<file path="config.mk">
export PLATFORM = sky130hd
export DESIGN_NAME = stop_watch_lap
export DESIGN_NICKNAME = d
export VERILOG_FILES = /design/src/rtl/stop_watch_lap.sv
export SDC_FILE = /design/constraint.sdc
export NUM_CORES = 1
export LEC_CHECK = 0
export BUFFER_PORTS_ARGS = -buffer_cell sky130_fd_sc_hd__buf_4
export CORE_MARGIN = 8
export CORE_UTILIZATION = 59
export CTS_BUF_LIST = sky130_fd_sc_hd__clkbuf_16
export CTS_CLUSTER_DIAMETER = 120
export DETAILED_ROUTE_END_ITERATION = 10
export GPL_TIMING_DRIVEN = 0
export PLACE_DENSITY = 0.84
export SKIP_CTS_REPAIR_TIMING = 1
export SLEW_MARGIN = 15
export SYNTH_ARGS = -nofsm -noshare
export SYNTH_HDL_FRONTEND = slang
export SYNTH_SLANG_ARGS = --single-unit
</file>
<file path="constraint.sdc">
create_clock -name clock -period 2.8 [get_ports clock]
set_clock_uncertainty 0.05 [all_clocks]
set_input_delay 0.56 -clock clock [delete_from_list [all_inputs] [get_ports clock]]
set_output_delay 0.56 -clock clock [all_outputs]
set_load 0.02 [all_outputs]
</file>
<file path="src/rtl/stop_watch_lap.sv">
// ---------------------------------------------------------------------------
// stop_watch_lap
//
// BCD stopwatch for the seven-segment display path. Counts in DIGITS decimal
// digits, one step every TICK_DIV enabled clock cycles, either up or down.
// Supports a preset load, a lap hold that freezes the display while the count
// keeps running underneath, and sticky overflow / done flags.
//
// Parameters
//   TICK_DIV  clock cycles per count step (>= 1)
//   DIGITS    number of BCD digits (1..8)
//
// Ports
//   clock       in   single clock, rising edge
//   reset       in   asynchronous, active-high; clears all state
//   start       in   level; prescaler advances while high
//   clear       in   one-cycle pulse; zeroes count, prescaler, flags, lap
//   load        in   one-cycle pulse; count <- preset (nibbles clamped to 9)
//   preset      in   BCD preset, digit n in bits [4n+3:4n]
//   mode        in   0 = count up, 1 = count down
//   lap         in   one-cycle pulse; toggles the lap hold
//   digits      out  displayed BCD value (registered), digit 0 in [3:0]
//   lap_active  out  display is frozen on the captured lap value
//   overflow    out  sticky; the up count wrapped from all-9s
//   done        out  sticky; the down count reached zero
//   running     out  combinational: start & ~(mode & done)
// ---------------------------------------------------------------------------
module stop_watch_lap #(
    parameter int TICK_DIV = 4,
    parameter int DIGITS   = 4
) (
    input  logic                  clock,
    input  logic                  reset,
    input  logic                  start,
    input  logic                  clear,
    input  logic                  load,
    input  logic [4*DIGITS-1:0]   preset,
    input  logic                  mode,
    input  logic                  lap,
    output logic [4*DIGITS-1:0]   digits,
    output logic                  lap_active,
    output logic                  overflow,
    output logic                  done,
    output logic                  running
);

    localparam int W     = 4 * DIGITS;
    // TICK_DIV = 1 still needs a one-bit prescaler so the compare is legal.
    localparam int PRE_W = (TICK_DIV > 1) ? $clog2(TICK_DIV) : 1;
    localparam logic [PRE_W-1:0] PRE_MAX = PRE_W'(TICK_DIV - 1);

    // -----------------------------------------------------------------------
    // BCD helper functions
    // -----------------------------------------------------------------------

    // Force every nibble into the 0..9 range; out-of-range nibbles become 9.
    function automatic logic [W-1:0] bcd_clamp(input logic [W-1:0] v);
        logic [W-1:0] r;
        r = v;
        for (int i = 0; i < DIGITS; i++) begin
            if (v[4*i +: 4] > 4'd9) begin
                r[4*i +: 4] = 4'd9;
            end
        end
        return r;
    endfunction

    // True when every digit is 9 (the increment would wrap).
    function automatic logic bcd_all_nines(input logic [W-1:0] v);
        logic r;
        r = 1'b1;
        for (int i = 0; i < DIGITS; i++) begin
            if (v[4*i +: 4] != 4'd9) begin
                r = 1'b0;
            end
        end
        return r;
    endfunction

    // Ripple increment: a digit at 9 goes to 0 and carries upward.
    // All-9s wraps to all-0s; the caller flags the overflow.
    function automatic logic [W-1:0] bcd_inc(input logic [W-1:0] v);
        logic [W-1:0] r;
        logic         c;
        r = v;
        c = 1'b1;
        for (int i = 0; i < DIGITS; i++) begin
            if (c) begin
                if (v[4*i +: 4] == 4'd9) begin
                    r[4*i +: 4] = 4'd0;
                end else begin
                    r[4*i +: 4] = v[4*i +: 4] + 4'd1;
                    c = 1'b0;
                end
            end
        end
        return r;
    endfunction

    // Ripple decrement: a digit at 0 goes to 9 and borrows upward.
    // Only called with a non-zero operand.
    function automatic logic [W-1:0] bcd_dec(input logic [W-1:0] v);
        logic [W-1:0] r;
        logic         b;
        r = v;
        b = 1'b1;
        for (int i = 0; i < DIGITS; i++) begin
            if (b) begin
                if (v[4*i +: 4] == 4'd0) begin
                    r[4*i +: 4] = 4'd9;
                end else begin
                    r[4*i +: 4] = v[4*i +: 4] - 4'd1;
                    b = 1'b0;
                end
            end
        end
        return r;
    endfunction

    // -----------------------------------------------------------------------
    // State
    // -----------------------------------------------------------------------
    logic [W-1:0]     cnt_q,    cnt_d;
    logic [W-1:0]     hold_q,   hold_d;
    logic [W-1:0]     digits_q, digits_d;
    logic [PRE_W-1:0] pre_q,    pre_d;
    logic             lap_q,    lap_d;
    logic             ovf_q,    ovf_d;
    logic             done_q,   done_d;

    logic             run_c;
    logic             tick_c;
    logic [W-1:0]     dec_c;

    // A finished countdown parks the prescaler until mode or flags change.
    assign run_c  = start & ~(mode & done_q);
    assign tick_c = run_c & (pre_q == PRE_MAX);
    assign dec_c  = bcd_dec(cnt_q);

    // -----------------------------------------------------------------------
    // Next-state logic
    // -----------------------------------------------------------------------
    always_comb begin
        cnt_d  = cnt_q;
        hold_d = hold_q;
        pre_d  = pre_q;
        lap_d  = lap_q;
        ovf_d  = ovf_q;
        done_d = done_q;

        if (clear) begin
            cnt_d  = '0;
            hold_d = '0;
            pre_d  = '0;
            lap_d  = 1'b0;
            ovf_d  = 1'b0;
            done_d = 1'b0;
        end else if (load) begin
            // A lap pulse arriving with load is dropped; the hold is released.
            cnt_d  = bcd_clamp(preset);
            pre_d  = '0;
            lap_d  = 1'b0;
            ovf_d  = 1'b0;
            done_d = 1'b0;
        end else begin
            if (run_c) begin
                pre_d = tick_c ? '0 : pre_q + PRE_W'(1);
            end

            // The lap snapshot takes the pre-edge count, i.e. what is being
            // displayed right now, independent of a tick on the same edge.
            if (lap) begin
                if (!lap_q) begin
                    hold_d = cnt_q;
                    lap_d  = 1'b1;
                end else begin
                    lap_d  = 1'b0;
                end
            end

            if (tick_c) begin
                if (!mode) begin
                    cnt_d = bcd_inc(cnt_q);
                    if (bcd_all_nines(cnt_q)) begin
                        ovf_d = 1'b1;
                    end
                end else begin
                    // Zero is a floor: ticking at zero re-asserts done.
                    if (cnt_q == '0) begin
                        cnt_d  = '0;
                        done_d = 1'b1;
                    end else begin
                        cnt_d = dec_c;
                        if (dec_c == '0) begin
                            done_d = 1'b1;
                        end
                    end
                end
            end
        end

        // The display is registered from next-state so it moves with the count.
        digits_d = lap_d ? hold_d : cnt_d;
    end

    // -----------------------------------------------------------------------
    // Registers
    // -----------------------------------------------------------------------
    always_ff @(posedge clock or posedge reset) begin
        if (reset) begin
            cnt_q    <= '0;
            hold_q   <= '0;
            digits_q <= '0;
            pre_q    <= '0;
            lap_q    <= 1'b0;
            ovf_q    <= 1'b0;
            done_q   <= 1'b0;
        end else begin
            cnt_q    <= cnt_d;
            hold_q   <= hold_d;
            digits_q <= digits_d;
            pre_q    <= pre_d;
            lap_q    <= lap_d;
            ovf_q    <= ovf_d;
            done_q   <= done_d;
        end
    end

    assign digits     = digits_q;
    assign lap_active = lap_q;
    assign overflow   = ovf_q;
    assign done       = done_q;
    assign running    = run_c;

endmodule

</file>
Word level (Yosys, flattened, before mapping). Cells that the tools add are included.

Register bits: 53. Output and inout port bits: 20. Logic and storage cells: 124.

$add $sub $neg: 9. Magnitude comparators: 4. Equality and inequality tests: 10. Multiplexer cells: 77. Bitwise operators: 4. Reductions and logical operators: 13.

Operators by type and width (number): 2-to-1 mux 16 bit (10); 2-to-1 mux 4 bit (18); 2-to-1 mux 1 bit (45); zero test 16 bit (2); adder 4 x 1 -> 4 bit, second input constant (4); equality test 4 bit, second input constant (4); > comparator 4 bit, second input constant (4); zero test 4 bit (4); != test 4 bit, second input constant (4); subtractor 4 x 1 -> 4 bit, second input constant (4); nonzero test 3 bit (4); 2-to-1 mux 2 bit (4); AND reduction 3 bit (2); nonzero test 4 bit (1); AND 1 bit (3); != test 3 bit, second input constant (1); adder 2 x 1 -> 2 bit, second input constant (1); equality test 2 bit, second input constant (1); inverter 1 bit (1).

Logic depth before layout (Yosys ltp).
Word-level depth: 23. Depth in mapped cells: 10. Mapped depth without buffers: 8.

Least setup slack after synthesis. OpenSTA, ideal clock, no wires.

Path type: register to register. Start point: register cnt_q[4]. End point: register digits_q[15], in the netlist digits[15]. Library setup time: 0.128 ns. Arrival time: 2.181 ns. Data required time: 2.622 ns. Setup slack: 0.442 ns. Cell stages (with the launch flop): 10. Period minus slack after synthesis: 2.358 ns. Cell sequence: dfrtp_1 -> clkbuf_1 -> inv_1 -> ha_1 -> or3b_2 -> nor2_4 -> a31oi_1 -> o21ai_0 -> a311oi_2 -> mux2_1.

Longest elaborated chain between the ends: 18. Elaborated cells between the ends (all ways): 25. Those cells by class: eq/ne: 1; mux: 22; reduce/logical: 2.

Ends and longest elaborated chain: start: declaration (line 123) `logic [W-1:0] cnt_q, cnt_d;`; start signal: assignment (line 219) `cnt_q <= cnt_d;`; equality test 4 bit (line 89) `if (v[4*i +: 4] == 4'd9) begin`; 2-to-1 mux 1 bit (line 89); 2-to-1 mux 1 bit (line 88) `if (c) begin`; 2-to-1 mux 1 bit (line 182) `if (!mode) begin`; 2-to-1 mux 1 bit (line 181) `if (tick_c) begin`; 2-to-1 mux 1 bit (line 158) `end else if (load) begin`; 2-to-1 mux 1 bit (line 151) `if (clear) begin`; 2-to-1 mux 1 bit (line 88); [4 not listed]; 2-to-1 mux 4 bit (line 88); 2-to-1 mux 16 bit * (line 182); 2-to-1 mux 16 bit * (line 181); 2-to-1 mux 16 bit * (line 158); 2-to-1 mux 16 bit * (line 151); via cnt_d[15] (line 123); 2-to-1 mux 16 bit * (line 203) `digits_d = lap_d ? hold_d : cnt_d;`; via digits_d[15] (line 125) `logic [W-1:0] digits_q, digits_d;`; end signal: assignment (line 221) `digits_q <= digits_d;`; end: declaration (line 125).

The timed path passes the listed nets; every way through them passes the cells marked *. The select of a mux whose other input is x is not followed. A chain may end at the register's enable or synchronous reset.

Worst setup path after layout.
Start point: register cnt_q[8]. End point: register digits_q[13], in the netlist digits[13].

Longest elaborated chain between the ends: 13. Elaborated cells between the ends (all ways): 19. Those cells by class: eq/ne: 1; mux: 16; reduce/logical: 2.

Ends and longest elaborated chain (line): equality test 4 bit (89); 2-to-1 mux 1 bit (89); 2-to-1 mux 1 bit (88); 2-to-1 mux 1 bit (182); 2-to-1 mux 1 bit (181); 2-to-1 mux 1 bit (158); 2-to-1 mux 1 bit (151); 2-to-1 mux 4 bit (88); 2-to-1 mux 16 bit * (182); 2-to-1 mux 16 bit * (181); 2-to-1 mux 16 bit * (158); 2-to-1 mux 16 bit * (151); via cnt_d[13] (123); 2-to-1 mux 16 bit * (203); via digits_d[13] (125).

Marks and branches as above.

==> results.cfg <==
[detailed_routing]
drt_pre_antenna_iters = 5
first_iter_violations = 355
ant_nets = 0
viasPerCell = 6.56
routedWlPerCell_um = 20.4
wirelength_um = 11300
drcViolationCount = 0
vias = 3625

[global_routing]
globalRouteOverflowTotal = 0
track_usage_pct = 26.2
grt_util_met3_pct = 5.52
most_congested_layer_reported_by_global_routing = met2
grt_pass1_wl_um = 18000
vias_in_the_first_global_route = 3432
globalRouteMet2Util_pct = 40.8
number_of_antenna_violations_at_the_first_check_in_global_routing = 0
globalRouteMet1Util_pct = 35.0
largest_net_degree_at_the_start_of_global_routing = 33

[finish]
final-seq-area_um2 = 1330
multi_input_area_um2 = 2070
fin_util_pct = 70.7
finalNonFillerCells = 553
final_layout_size_suffix_gt1_share_pct = 19.2
diodes = 0
area_growth_syn_to_layout_pct = 16.9
final_nets = 514
final.fill_count = 504

[power_and_ir_drop]
power.density_cell_area_nw_per_um2 = 458
power.share.clock_pct = 32.4
ir_worst_vdd_v = 0.000286
internal_power_mw = 1.30
power.leakage_nw = 1.76
sw_frac_of_total_pct = 31.7
combinationalPowerShare_pct = 24.2
switching_power_uw = 604
power.sequential.fraction_pct = 43.4

[setup_path]
worstPathArrival_ns = 2.91
critical_path.cell_chain = buf_2, inv_1, ha_2, nor3b_4, nand3_2, or3_1, a21o_1, a311oi_2, mux2_2
crit_cells = 9
timing.critical_path.to_type = flip-flop
crit_family = simple AND/OR/NAND/NOR gates
slowest_delay_ns = 0.48
worstRegToRegCells = 9
path_buf_inv = 2
worstPathRequired_ns = 2.98
critPathSlowestCell = dfrtp_1
worstSetupStartpointType = flip-flop
critical_path.max_fanout = 10
timing_worst_setup_path_type = reg2reg

[cts]
clock_insertion_delay_worst_skew_ns = 0.29
clock_sinks = 53
clock_buffer_count_from_cts = 5
tritoncts = done
clock_tree.buffer_depth = 2
clkSlewWorstSetupHoldPaths_ns = 0.07
cts_htree_levels = 2
cts_root_buffer = clkbuf_16

[floorplanning]
floorplan.io_pins = 43
fp.coreArea_um2 = 5890
initial_core_util_pct = 60.5
die_height_um = 93.7
die_area_um2 = 8770
floorplan.rows = 28
die_w_um = 93.7

[status]
run_status = complete, no violations

[synth]
syn-cell-area_um2 = 3560
synthDistinctLibCells = 64
yosys.cell_count.top_type = nand2_1
cell_taking_the_most_area_after_synthesis = dfrtp_1
synth_area_leaders = dfrtp_1 37%, nand2_1 8.0%, a21oi_1 5.3%
area_fraction_of_the_dominant_cell_type_after_synthesis_pct = 37.3
ys.warnings.count = 0
commonest_cells_in_the_netlist = 76 x nand2_1, 53 x dfrtp_1, 38 x a21oi_1
synth-edff-count = 0
syn_area_per_cell_um2 = 8.29
ys_seq_elements = 53
synth_flop_cell = dfrtp_1
postSynthNetCount = 466
ys_seq_area_share_pct = 37.3
synth_cells = 429
synth-async-reset-ratio_pct = 100

[timing]
period_needed_ns = 2.73
slew_headroom_pct = 56.1
rsz0062_at_grt = true
fin_crit_sh_pct = 97.3
final_hold_viol_count = 0
fmax_mhz = 367
max_slew.worst_pin.slew_ns = 0.657
drv_slew = 0
setup_viol_count_final = 0

[placed_design]
dp.cells = 545
port-buffer-count = 40
finalWeightedCongestion = 0.981
half_perimeter_wire_length_of_the_detailed_placement_result_um = 8440

[worst_hold_path]
worstHoldPathType = in2async

[flow_run]
max_cap_viol_count = 0
## power by group through the flow
stage,Combinational (mW),Sequential [mW],Clock (mW)
after floorplan,0.275,0.853,0
after CTS,0.441,0.824,0.616
after global placement,0.430,0.837,0
after global routing,0.501,0.830,0.646
after detailed placement,0.439,0.839,0
final,0.461,0.827,0.617
## logic make-up after synthesis
logic type	after synthesis	share of synthesized area, %
xor gates and xnor gates	4	0.985
DFF	53	37.3
buffers and inverters	50	5.66
and+or+nand+nor	176	25.9
adders and majority gates	14	4.92
muxes	11	3.38
AOI/OAI and AO/OA	121	21.9
## area by class of cell
type	count	share of cell area, %
multi-input combinational	326	49.7
sequential	53	31.9
timing repair buffer	42	7.88
buffer	30	3.10
clock buffer	5	3.01
tap	75	2.26
inverter	19	1.71
clock inverter	3	0.421
## worst paths after layout
kind,from,to,slack [ns]
min in group clock,preset[10],cnt_q[10],0.45
hold / removal,reset,cnt_q[1],0.25
max in group asynchronous,reset,cnt_q[11],1.90
setup / recovery,cnt_q[8],digits[13],0.07
setup reg to reg,cnt_q[8],digits[13],0.07
hold reg to reg,hold_q[1],hold_q[1],0.47
## registers in the layout, indices dropped and copies added, names as in the netlist
name	flops
cnt_q	16
digits	16
done	1
hold_q	16
lap_active	1
overflow	1
pre_q	2
## cell usage in the layout, fill, tap and decap left out, types with 12 or more instances in the layout
| cell type | count |
|---|---|
| dfrtp_1 | 53 |
| nand3_1 | 15 |
| nand2_1 | 76 |
| buf_4 | 41 |
| clkbuf_1 | 21 |
| o21ai_0 | 31 |
| nor3_1 | 12 |
| inv_1 | 17 |
| nor2_1 | 24 |
| a21oi_1 | 38 |
## stage by stage
step | cell area, um2 | hold slack, ns | setup TNS [ns] | power, mW | setup WS [ns]
2_1_floorplan | 3560 | 0.445 | 0 | 1.13 | 0.442
3_3_place_gp | 3950 | 0.440 | -0.130 | 1.27 | -0.117
3_5_place_dp | 3970 | 0.467 | -0.177 | 1.28 | -0.145
4_1_cts | 4120 | 0.266 | -0.309 | 1.88 | -0.200
5_1_grt | 4160 | 0.293 | -0.0385 | 1.98 | -0.0194
6_report | 4160 | 0.250 | 0 | 1.91 | 0.0750
## routing by layer
| layer | up-vias | part of all wire, % | routed length [um] |
|---|---|---|---|
| met5 | - | 0 | 0 |
| met2 | 189 | 47 | 5260 |
| met4 | 0 | 2.4 | 276 |
| met1 | 1768 | 43 | 4810 |
| met3 | 25 | 8.3 | 935 |
| li1 | 1643 | - | - |
Power figures use the tool's default switching activity.
